File: config.mk
export PLATFORM = sky130hd
export DESIGN_NAME = fme_satd_acc_multi
export DESIGN_NICKNAME = d
export VERILOG_FILES = /design/src/rtl/fme_satd_acc_multi.sv
export SDC_FILE = /design/constraint.sdc
export NUM_CORES = 1
export LEC_CHECK = 0
export ABC_AREA = 1
export CORE_ASPECT_RATIO = 0.8
export CORE_MARGIN = 2
export CORE_UTILIZATION = 30
export CTS_CLUSTER_DIAMETER = 50
export DETAILED_ROUTE_END_ITERATION = 8
export GPL_ROUTABILITY_DRIVEN = 1
export PLACE_DENSITY = 0.61
export SETUP_SLACK_MARGIN = 0.3
export SLEW_MARGIN = 30
export SYNTH_ARGS = -nofsm -noshare
export SYNTH_HDL_FRONTEND = slang
export SYNTH_SLANG_ARGS = --single-unit
File: constraint.sdc
create_clock -name clk_i -period 6.5 [get_ports clk_i]
set_clock_uncertainty 0.15 [all_clocks]
set_input_delay 1.3 -clock clk_i [delete_from_list [all_inputs] [get_ports clk_i]]
set_output_delay 1.3 -clock clk_i [all_outputs]
set_load 0.1 [all_outputs]
File: src/rtl/fme_satd_acc_multi.sv
// Multi-candidate 4xN SATD accumulator: per-channel saturating sums over a programmable
// number of 4x4 beats, then a sequential argmin of sat(sum + MV-cost bias) across channels.
module fme_satd_acc_multi #(
    parameter int CH_NUM  = 8,
    parameter int SATD4_W = 13,
    parameter int ACC_W   = 17,
    parameter int CNT_W   = 5,
    parameter int IDX_W   = 3
) (
    input  logic                        clk_i,
    input  logic                        rst_i,
    input  logic                        start_i,
    input  logic [CNT_W-1:0]            blk_num_i,
    input  logic [CH_NUM*ACC_W-1:0]     bias_i,
    input  logic                        satd_valid_i,
    input  logic [CH_NUM*SATD4_W-1:0]   satd_i,
    input  logic                        abort_i,
    output logic                        busy_o,
    output logic [CNT_W-1:0]            beat_cnt_o,
    output logic [CH_NUM*ACC_W-1:0]     satd_o,
    output logic                        done_o,
    output logic [IDX_W-1:0]            best_idx_o,
    output logic [ACC_W-1:0]            best_cost_o
);

    typedef enum logic [1:0] {IDLE, ACC, CMP, DONE} state_t;

    state_t             state_q, state_d;
    logic [ACC_W-1:0]   acc_q  [CH_NUM];
    logic [ACC_W-1:0]   bias_q [CH_NUM];
    logic [CNT_W-1:0]   blk_num_q, beat_cnt_q;
    logic [IDX_W-1:0]   cmp_idx_q, run_idx_q, best_idx_q;
    logic [ACC_W-1:0]   run_cost_q, best_cost_q;

    logic               start_ok, beat, last_beat, last_ch, better;
    logic [ACC_W-1:0]   cur_cost;

    // Sum at ACC_W+1 bits so the carry tells us when to clamp to all-ones.
    function automatic logic [ACC_W-1:0] sat_add(input logic [ACC_W-1:0] a,
                                                  input logic [ACC_W-1:0] b);
        logic [ACC_W:0] s;
        s = {1'b0, a} + {1'b0, b};
        return s[ACC_W] ? {ACC_W{1'b1}} : s[ACC_W-1:0];
    endfunction

    assign start_ok  = (state_q == IDLE) && start_i && (blk_num_i != '0);
    assign beat      = (state_q == ACC) && satd_valid_i && !abort_i;
    assign last_beat = beat && ((beat_cnt_q + CNT_W'(1)) == blk_num_q);
    assign last_ch   = (cmp_idx_q == IDX_W'(CH_NUM - 1));
    assign cur_cost  = sat_add(acc_q[cmp_idx_q], bias_q[cmp_idx_q]);
    assign better    = (cmp_idx_q == '0) || (cur_cost < run_cost_q);

    always_ff @(posedge clk_i) begin
        if (rst_i) state_q <= IDLE;
        else       state_q <= state_d;
    end

    always_comb begin
        state_d = state_q;
        case (state_q)
            IDLE: if (start_ok) state_d = ACC;
            ACC:  if (abort_i) state_d = IDLE; else if (last_beat) state_d = CMP;
            CMP:  if (abort_i) state_d = IDLE; else if (last_ch) state_d = DONE;
            DONE: state_d = IDLE;
            default: state_d = IDLE;
        endcase
    end

    always_comb begin
        busy_o = (state_q != IDLE);
        done_o = (state_q == DONE);
    end

    // The running best lives apart from best_* so an abort leaves the published result intact.
    always_ff @(posedge clk_i) begin
        if (rst_i) begin
            for (int k = 0; k < CH_NUM; k++) begin
                acc_q[k]  <= '0;
                bias_q[k] <= '0;
            end
            blk_num_q   <= '0;
            beat_cnt_q  <= '0;
            cmp_idx_q   <= '0;
            run_idx_q   <= '0;
            run_cost_q  <= '0;
            best_idx_q  <= '0;
            best_cost_q <= '0;
        end else begin
            if (start_ok) begin
                for (int k = 0; k < CH_NUM; k++) begin
                    acc_q[k]  <= '0;
                    bias_q[k] <= bias_i[k*ACC_W +: ACC_W];
                end
                blk_num_q  <= blk_num_i;
                beat_cnt_q <= '0;
                cmp_idx_q  <= '0;
            end
            if (beat) begin
                for (int k = 0; k < CH_NUM; k++)
                    acc_q[k] <= sat_add(acc_q[k], ACC_W'(satd_i[k*SATD4_W +: SATD4_W]));
                beat_cnt_q <= beat_cnt_q + CNT_W'(1);
            end
            if ((state_q == CMP) && !abort_i) begin
                cmp_idx_q <= cmp_idx_q + IDX_W'(1);
                if (better) begin
                    run_idx_q  <= cmp_idx_q;
                    run_cost_q <= cur_cost;
                end
                if (last_ch) begin
                    best_idx_q  <= better ? cmp_idx_q : run_idx_q;
                    best_cost_q <= better ? cur_cost : run_cost_q;
                end
            end
        end
    end

    always_comb begin
        satd_o = '0;
        for (int k = 0; k < CH_NUM; k++)
            satd_o[k*ACC_W +: ACC_W] = acc_q[k];
    end

    assign beat_cnt_o  = beat_cnt_q;
    assign best_idx_o  = best_idx_q;
    assign best_cost_o = best_cost_q;

endmodule
==> results of run 1 <==
==> per-layer routing <==
layer | GRT usage [%] | up-vias
li1 | - | 10133
met5 | 0 | -
met3 | 4.14 | 103
met2 | 33.3 | 735
met1 | 30.5 | 9581
met4 | 5.33 | 4
==> cell usage after synthesis (4+ instances only) <==
library cell and count:
nor2_1 464, inv_1 390, nand2_1 365, a21oi_1 268, edfxtp_1 255, o21ai_0 212
nand3_1 162, ha_1 141, dfxtp_1 75, clkbuf_1 70, xor2_1 58, a31oi_1 54
xnor2_1 44, o22ai_1 31, buf_2 26, nand2_2 18, nand4_1 17, a21o_1 16
nor3_1 14, buf_1 9, fa_1 9, o21bai_1 9, nand2_4 7, or2_2 7
a211oi_1 6, nand3b_1 6, nor4_1 6, a21boi_0 5, o21a_1 5, o211ai_1 4
==> state kept, by name, summed over array words and instances, names as in the netlist, named ones only <==
name,flops
best_cost_o,17
best_idx_o,3
acc_q,136
cmp_idx_q,3
bias_q,136
blk_num_q,5
run_idx_q,3
beat_cnt_o,5
state_q,2
run_cost_q,17
==> power groups by stage <==
stage          Combinational, mW  Clock, mW  Sequential [mW]
6_report                    2.14       2.35             2.68
5_1_grt                     2.31       2.48             2.70
4_1_cts                     2.14       2.40             2.68
3_5_place_dp                2.13          0             2.72
3_3_place_gp                2.14          0             2.72
2_1_floorplan              0.924          0             3.22
==> kinds of logic (layout without fill, tap and decap cells) <==
logic type	Yosys count	after routing	share of synthesized area, %
and+or+nand+nor	1080	1080	20.8
AOI/OAI and AO/OA	625	625	15.5
buffers and inverters	507	920	9.16
DFF	330	330	41.7
adders and majority gates	150	150	8.85
xor gates and xnor gates	102	102	4.07
other	0	1	0
==> cell type report <==
class	instances	share of cell area [%]
antenna	1	0.00883
clock buffer	54	4.09
clock inverter	26	0.830
inverter	393	5.22
multi-input combinational	1957	38.2
sequential	330	32.3
tap	945	4.17
timing repair buffer	447	15.1
==> critical path: cells and delay by family, from the launching register on <==
kind,cells,cell delay [ns]
AOI/OAI and AO/OA,7,1.48
adders and majority gates,2,0.76
DFF,1,0.45
buffers and inverters,6,1.01
and+or+nand+nor,14,1.69
==> worst min-delay path by stage <==
stage                                         start                        end
final                     blk_num_q[3]$_SDFFE_PP0P_  blk_num_q[3]$_SDFFE_PP0P_
after global routing      blk_num_q[3]$_SDFFE_PP0P_  blk_num_q[3]$_SDFFE_PP0P_
after CTS                 blk_num_q[3]$_SDFFE_PP0P_  blk_num_q[3]$_SDFFE_PP0P_
after detailed placement  blk_num_q[3]$_SDFFE_PP0P_  blk_num_q[3]$_SDFFE_PP0P_
after global placement    blk_num_q[3]$_SDFFE_PP0P_  blk_num_q[3]$_SDFFE_PP0P_
after floorplan           blk_num_q[3]$_SDFFE_PP0P_  blk_num_q[3]$_SDFFE_PP0P_
==> metrics by stage <==
stage	std cells	hold slack, ns	total power [mW]	worst slack [ns]
final	4153	0.340	7.17	0.796
after global routing	4152	0.357	7.48	0.378
after CTS	4151	0.340	7.21	0.809
after detailed placement	4071	0.332	4.85	0.826
after global placement	4071	0.325	4.86	0.936
after floorplan	2794	0.312	4.14	1.25
==> impl_metrics.csv, run 1 <==
group,metric,value,unit
sta,period_minus_slack,5.70,ns
layout,postLayoutCoreUtil,39.2,%
setup_path,path_max_fanout,85,
placed_design,io_buffers,412,
routing,vias,20556,
placed_design,placed_area,26900,um2
placed_design,gp_congestion,0.939,
synthesis,yosysSeqAreaShare,41.7,%
clock_tree,cts_tree,"done",
run_status,status,"finished clean",
sta,post-route-period-util,87.7,%
placed_design,place_hpwl,65000,um
setup_path,crit_top_cell,"nand2_1",
synthesis,syn_inst,2794,
layout,final_layout_size_suffix_gt1_share,6.02,%
synthesis,synth_top_area_share,34.9,%
synthesis,synth_cell_types,56,
sta,setup_viol,0,
layout,multiInputGateArea,10800,um2
clock_tree,numCtsBuffers,43,
sta,maxSlewHeadroom,29.1,%
power,power_switching,2.65,mW
sta,slew_violations,0,
power,peakVddDrop,151,uV
clock_tree,htree_levels,2,
clock_tree,path_clk_slew,0.06,ns
setup_path,cp.arrival,6.03,ns
routing,dr.first_iter.drc_count,1746,
grt,grt_max_degree,124,
floorplan,ios,413,
setup_path,regToRegSetupSlack,0.80,ns
power,p_int,4.52,mW
floorplan,start_util,30.4,%
min_path,min_path_type,"reg -> reg",
power,p_per_area,253,nW/um2
layout,nNetsFinal,3572,
routing,ant_nets,0,
power,swShare,37.0,%
synthesis,syn-mean-instance-area,7.86,um2
power,seqPwrFrac,37.4,%
grt,grt_pass1_wl,122000,um
setup_path,timing.rr.end,"run_cost_q[2]$_SDFFE_PP0P_",
setup_path,worstPathRequired,6.82,ns
routing,drc_errors,0,
floorplan,fp.dieArea,75400,um2
sta,worstMarginPinSlew,1.06,ns
grt,antenna_found_initial,2,
layout,design_area,28300,um2
sta,finalSetupTns,0,ns
sta,grt_setup_unrepaired,"no",
routing,top_layer,"met5",
setup_path,critPathCapture,"run_cost_q[2]$_SDFFE_PP0P_",
grt,overflow,0,
clock_tree,clockRootBuffer,"clkbuf_16",
power,pwr-share-clk,32.8,%
synthesis,yosysWarnings,0,
synthesis,mappedNetlistNets,3194,
clock_tree,cts_setup_buffers,0,
setup_path,max_stage_delay,0.45,ns
clock_tree,clkLatencyLatePin,0.58,ns
synthesis,synth_edf_count,255,
power,p_comb_share,29.8,%
routing,routedWlPerCell,20.0,um
synthesis,ys.flop_type,"edfxtp_1",
setup_path,cp_slowest_cell,"dfxtp_4",
layout,final_cell_mix,"nor2_1, inv_1, clkdlybuf4s50_1",
layout,n_fill_cell,7374,
routing,firstDrtPassIters,5,
routing,drt_wl_total,83100,um
layout,register_area,9160,um2
routing,wl_met2,36400,um
synthesis,ys_ff_latch,330,
floorplan,die_h,246,um
sta,hold_violations,0,
routing,drt-met1-wl,39200,um
grt,grt_pass1_vias,19562,
synthesis,async_flop_share,0,%
setup_path,cp-start-kind,"flop",
clock_tree,clockBufferDepth,3,
routing,via_per_inst,4.95,
sta,max_freq,0.175,GHz
floorplan,core,72300,um2
clock_tree,cts_sinks,330,
grt,track_usage,21.4,%
routing,wl_met3,5650,um
setup_path,worst-setup-path-type,"reg -> reg",
job,cap_violations,0,
floorplan,row_count,88,
setup_path,reg2reg_depth,29,
synthesis,netlist_area,22000,um2
synthesis,yosysTopAreaCell,"edfxtp_1",
layout,final_common_cell,"nor2_1",
layout,area_growth,29.0,%
synthesis,yosys-top-cells-area,"edfxtp_1, ha_1, nor2_1",
clock_tree,postCtsHoldBufs,0,
power,power.leakage,12.6,nW
setup_path,cp-end-kind,"flop",
floorplan,die_w,307,um
clock_tree,cts_resized,0,
min_path,min_path_cells,2,
(Power assumes the default switching activity.)
==> run 2, diff against run 1 <==
--- a/config.mk
+++ b/config.mk
@@ -12,7 +12,9 @@
 export CTS_CLUSTER_DIAMETER = 50
 export DETAILED_ROUTE_END_ITERATION = 8
 export GPL_ROUTABILITY_DRIVEN = 1
+export HOLD_SLACK_MARGIN = 0.06
 export PLACE_DENSITY = 0.61
+export RECOVER_POWER = 50
 export SETUP_SLACK_MARGIN = 0.3
 export SLEW_MARGIN = 30
 export SYNTH_ARGS = -nofsm -noshare
==> run 2 against run 1 <==
The run now ends with max-capacitance violations, max-slew violations left. Critical path type unchanged. Cell area is 0.43% lower. Critical endpoint is now run_cost_q[6]$_SDFFE_PP0P_. Sequential power hardly changed. Via count hardly changed.
==> impl_metrics.csv, run 2 (synthesis results as in run 1) <==
group,metric,value,unit
run_status,status,"finished with violations",
run_status,violations,"max-capacitance violations, max-slew violations",
routing,ant_nets,0,
sta,setup_viol,0,
floorplan,die_w,307,um
floorplan,core,72300,um2
floorplan,row_count,88,
layout,area_growth,28.4,%
routing,firstDrtPassIters,5,
clock_tree,cts_sinks,330,
setup_path,worst-setup-path-type,"reg -> reg",
sta,worstMarginPinSlew,3.69,ns
grt,overflow,0,
layout,finalNonFillerCells,4152,
routing,routedWlPerCell,20.0,um
sta,hold-worst-slack,0.341,ns
power,power.leakage,12.6,nW
clock_tree,numCtsBuffers,43,
setup_path,path_max_fanout,85,
power,peakVddDrop,151,uV
clock_tree,postCtsHoldBufs,0,
clock_tree,clockBufferDepth,3,
sta,slew_violations,289,
clock_tree,cts_setup_buffers,0,
grt,grt_pass1_vias,19562,
setup_path,cp-end-kind,"flop",
sta,finalSetupTns,0,ns
placed_design,place_hpwl,65000,um
placed_design,gp_congestion,0.939,
routing,via_per_inst,4.95,
routing,dr.first_iter.drc_count,1830,
layout,top_regs,"acc_q: 136 flops, bias_q: 136 flops",
layout,nNetsFinal,3572,
sta,period_minus_slack,5.73,ns
layout,final_layout_size_suffix_gt1_share,4.43,%
setup_path,cp_slowest_cell,"dfxtp_4",
sta,maxSlewHeadroom,-146,%
sta,hold_violations,0,
clock_tree,clkLatencyLatePin,0.58,ns
grt,grt_max_degree,124,
setup_path,cpLargestDelayFamily,"compound AO/OA/AOI/OAI gates",
setup_path,cp.buffers_inverters,5,
clock_tree,htree_levels,2,
setup_path,regToRegSetupSlack,0.77,ns
floorplan,die_h,246,um
routing,vias,20561,
setup_path,crit_top_cell,"nand2_1",
clock_tree,path_clk_slew,0.06,ns
clock_tree,cts_tree,"done",
grt,antenna_found_initial,2,
grt,grt_pass1_wl,122000,um
sta,max_freq,0.175,GHz
grt,track_usage,21.4,%
placed_design,dp.cells,4071,
setup_path,cp.arrival,6.05,ns
placed_design,io_buffers,412,
sta,post-route-period-util,88.1,%
floorplan,start_util,30.4,%
routing,drt_wl_total,83100,um
layout,final_cell_mix,"nor2_1, inv_1, nand2_1",
floorplan,fp.dieArea,75400,um2
setup_path,max_stage_delay,0.45,ns
job,cap_violations,7,
layout,n_antenna_cell,0,
clock_tree,clockRootBuffer,"clkbuf_16",
clock_tree,cts_resized,0,
floorplan,ios,413,
layout,final_common_cell,"nor2_1",
setup_path,cp-start-kind,"flop",
layout,postLayoutCoreUtil,39.0,%
setup_path,worstPathRequired,6.82,ns
power,p_per_area,253,nW/um2
sta,grt_setup_unrepaired,"no",
routing,drc_errors,0,
min_path,min_path_type,"reg -> reg",
## run 2: cell count changes in the layout (fill, tap and decap cells not counted), sizes merged
cell and delta:
diode -1, buf -45, clkinvlp +1, dlygate4sd3 +68, clkdlybuf4s50 -68, clkbuf +45, inv -1
## run 2: where the power goes
| part | internal (mW) | total, mW | switching, mW |
|---|---|---|---|
| combinational | 0.632 | 2.11 | 1.48 |
| clock | 1.36 | 2.35 | 0.986 |
| sequential | 2.50 | 2.68 | 0.178 |
| total | 4.50 | 7.14 | 2.65 |
## run 2: worst min-delay path: stages (launching register included)
cell and delay [ns]:
dfxtp_1 0.32, nand3_1 0.08, nand2_1 0.05
## run 2: routing by layer
metal / vias to the layer above / track usage [%] / part of all wire, %
met5: - / 0 / 0.033
met1: 9596 / 30.5 / 47
met3: 105 / 4.14 / 6.9
met4: 4 / 5.33 / 2.1
li1: 10133 / - / -
met2: 723 / 33.3 / 44
## run 2: final timing paths
| kind | startpoint | end | cells past startpoint |
|---|---|---|---|
| max | flop | run_cost_q[6]$_SDFFE_PP0P_ | 27 |
| min | blk_num_q[3]$_SDFFE_PP0P_ | blk_num_q[3]$_SDFFE_PP0P_ | 2 |
| max reg2reg | flop | run_cost_q[6]$_SDFFE_PP0P_ | 27 |
| min reg2reg | blk_num_q[3]$_SDFFE_PP0P_ | blk_num_q[3]$_SDFFE_PP0P_ | 2 |
## run 2: area by class of cell
type / instances / area, um2
clock buffers: 54 / 1160
clock inverters: 26 / 235
fillers: 7382 / 44100
inverters: 393 / 1480
multi-input cells: 1957 / 10800
flip-flops and latches: 330 / 9160
well taps: 945 / 1180
repair buffers: 447 / 4200
## run 2: metrics by stage
| stage | cell area [um2] | setup slack (ns) | total power, mW |
|---|---|---|---|
| 6_report | 28200 | 0.770 | 7.14 |
| 2_1_floorplan | 22000 | 1.25 | 4.14 |
| 3_5_place_dp | 26900 | 0.826 | 4.85 |
| 3_3_place_gp | 27100 | 0.936 | 4.86 |
| 5_1_grt | 28200 | 0.361 | 7.46 |
| 4_1_cts | 28300 | 0.809 | 7.21 |
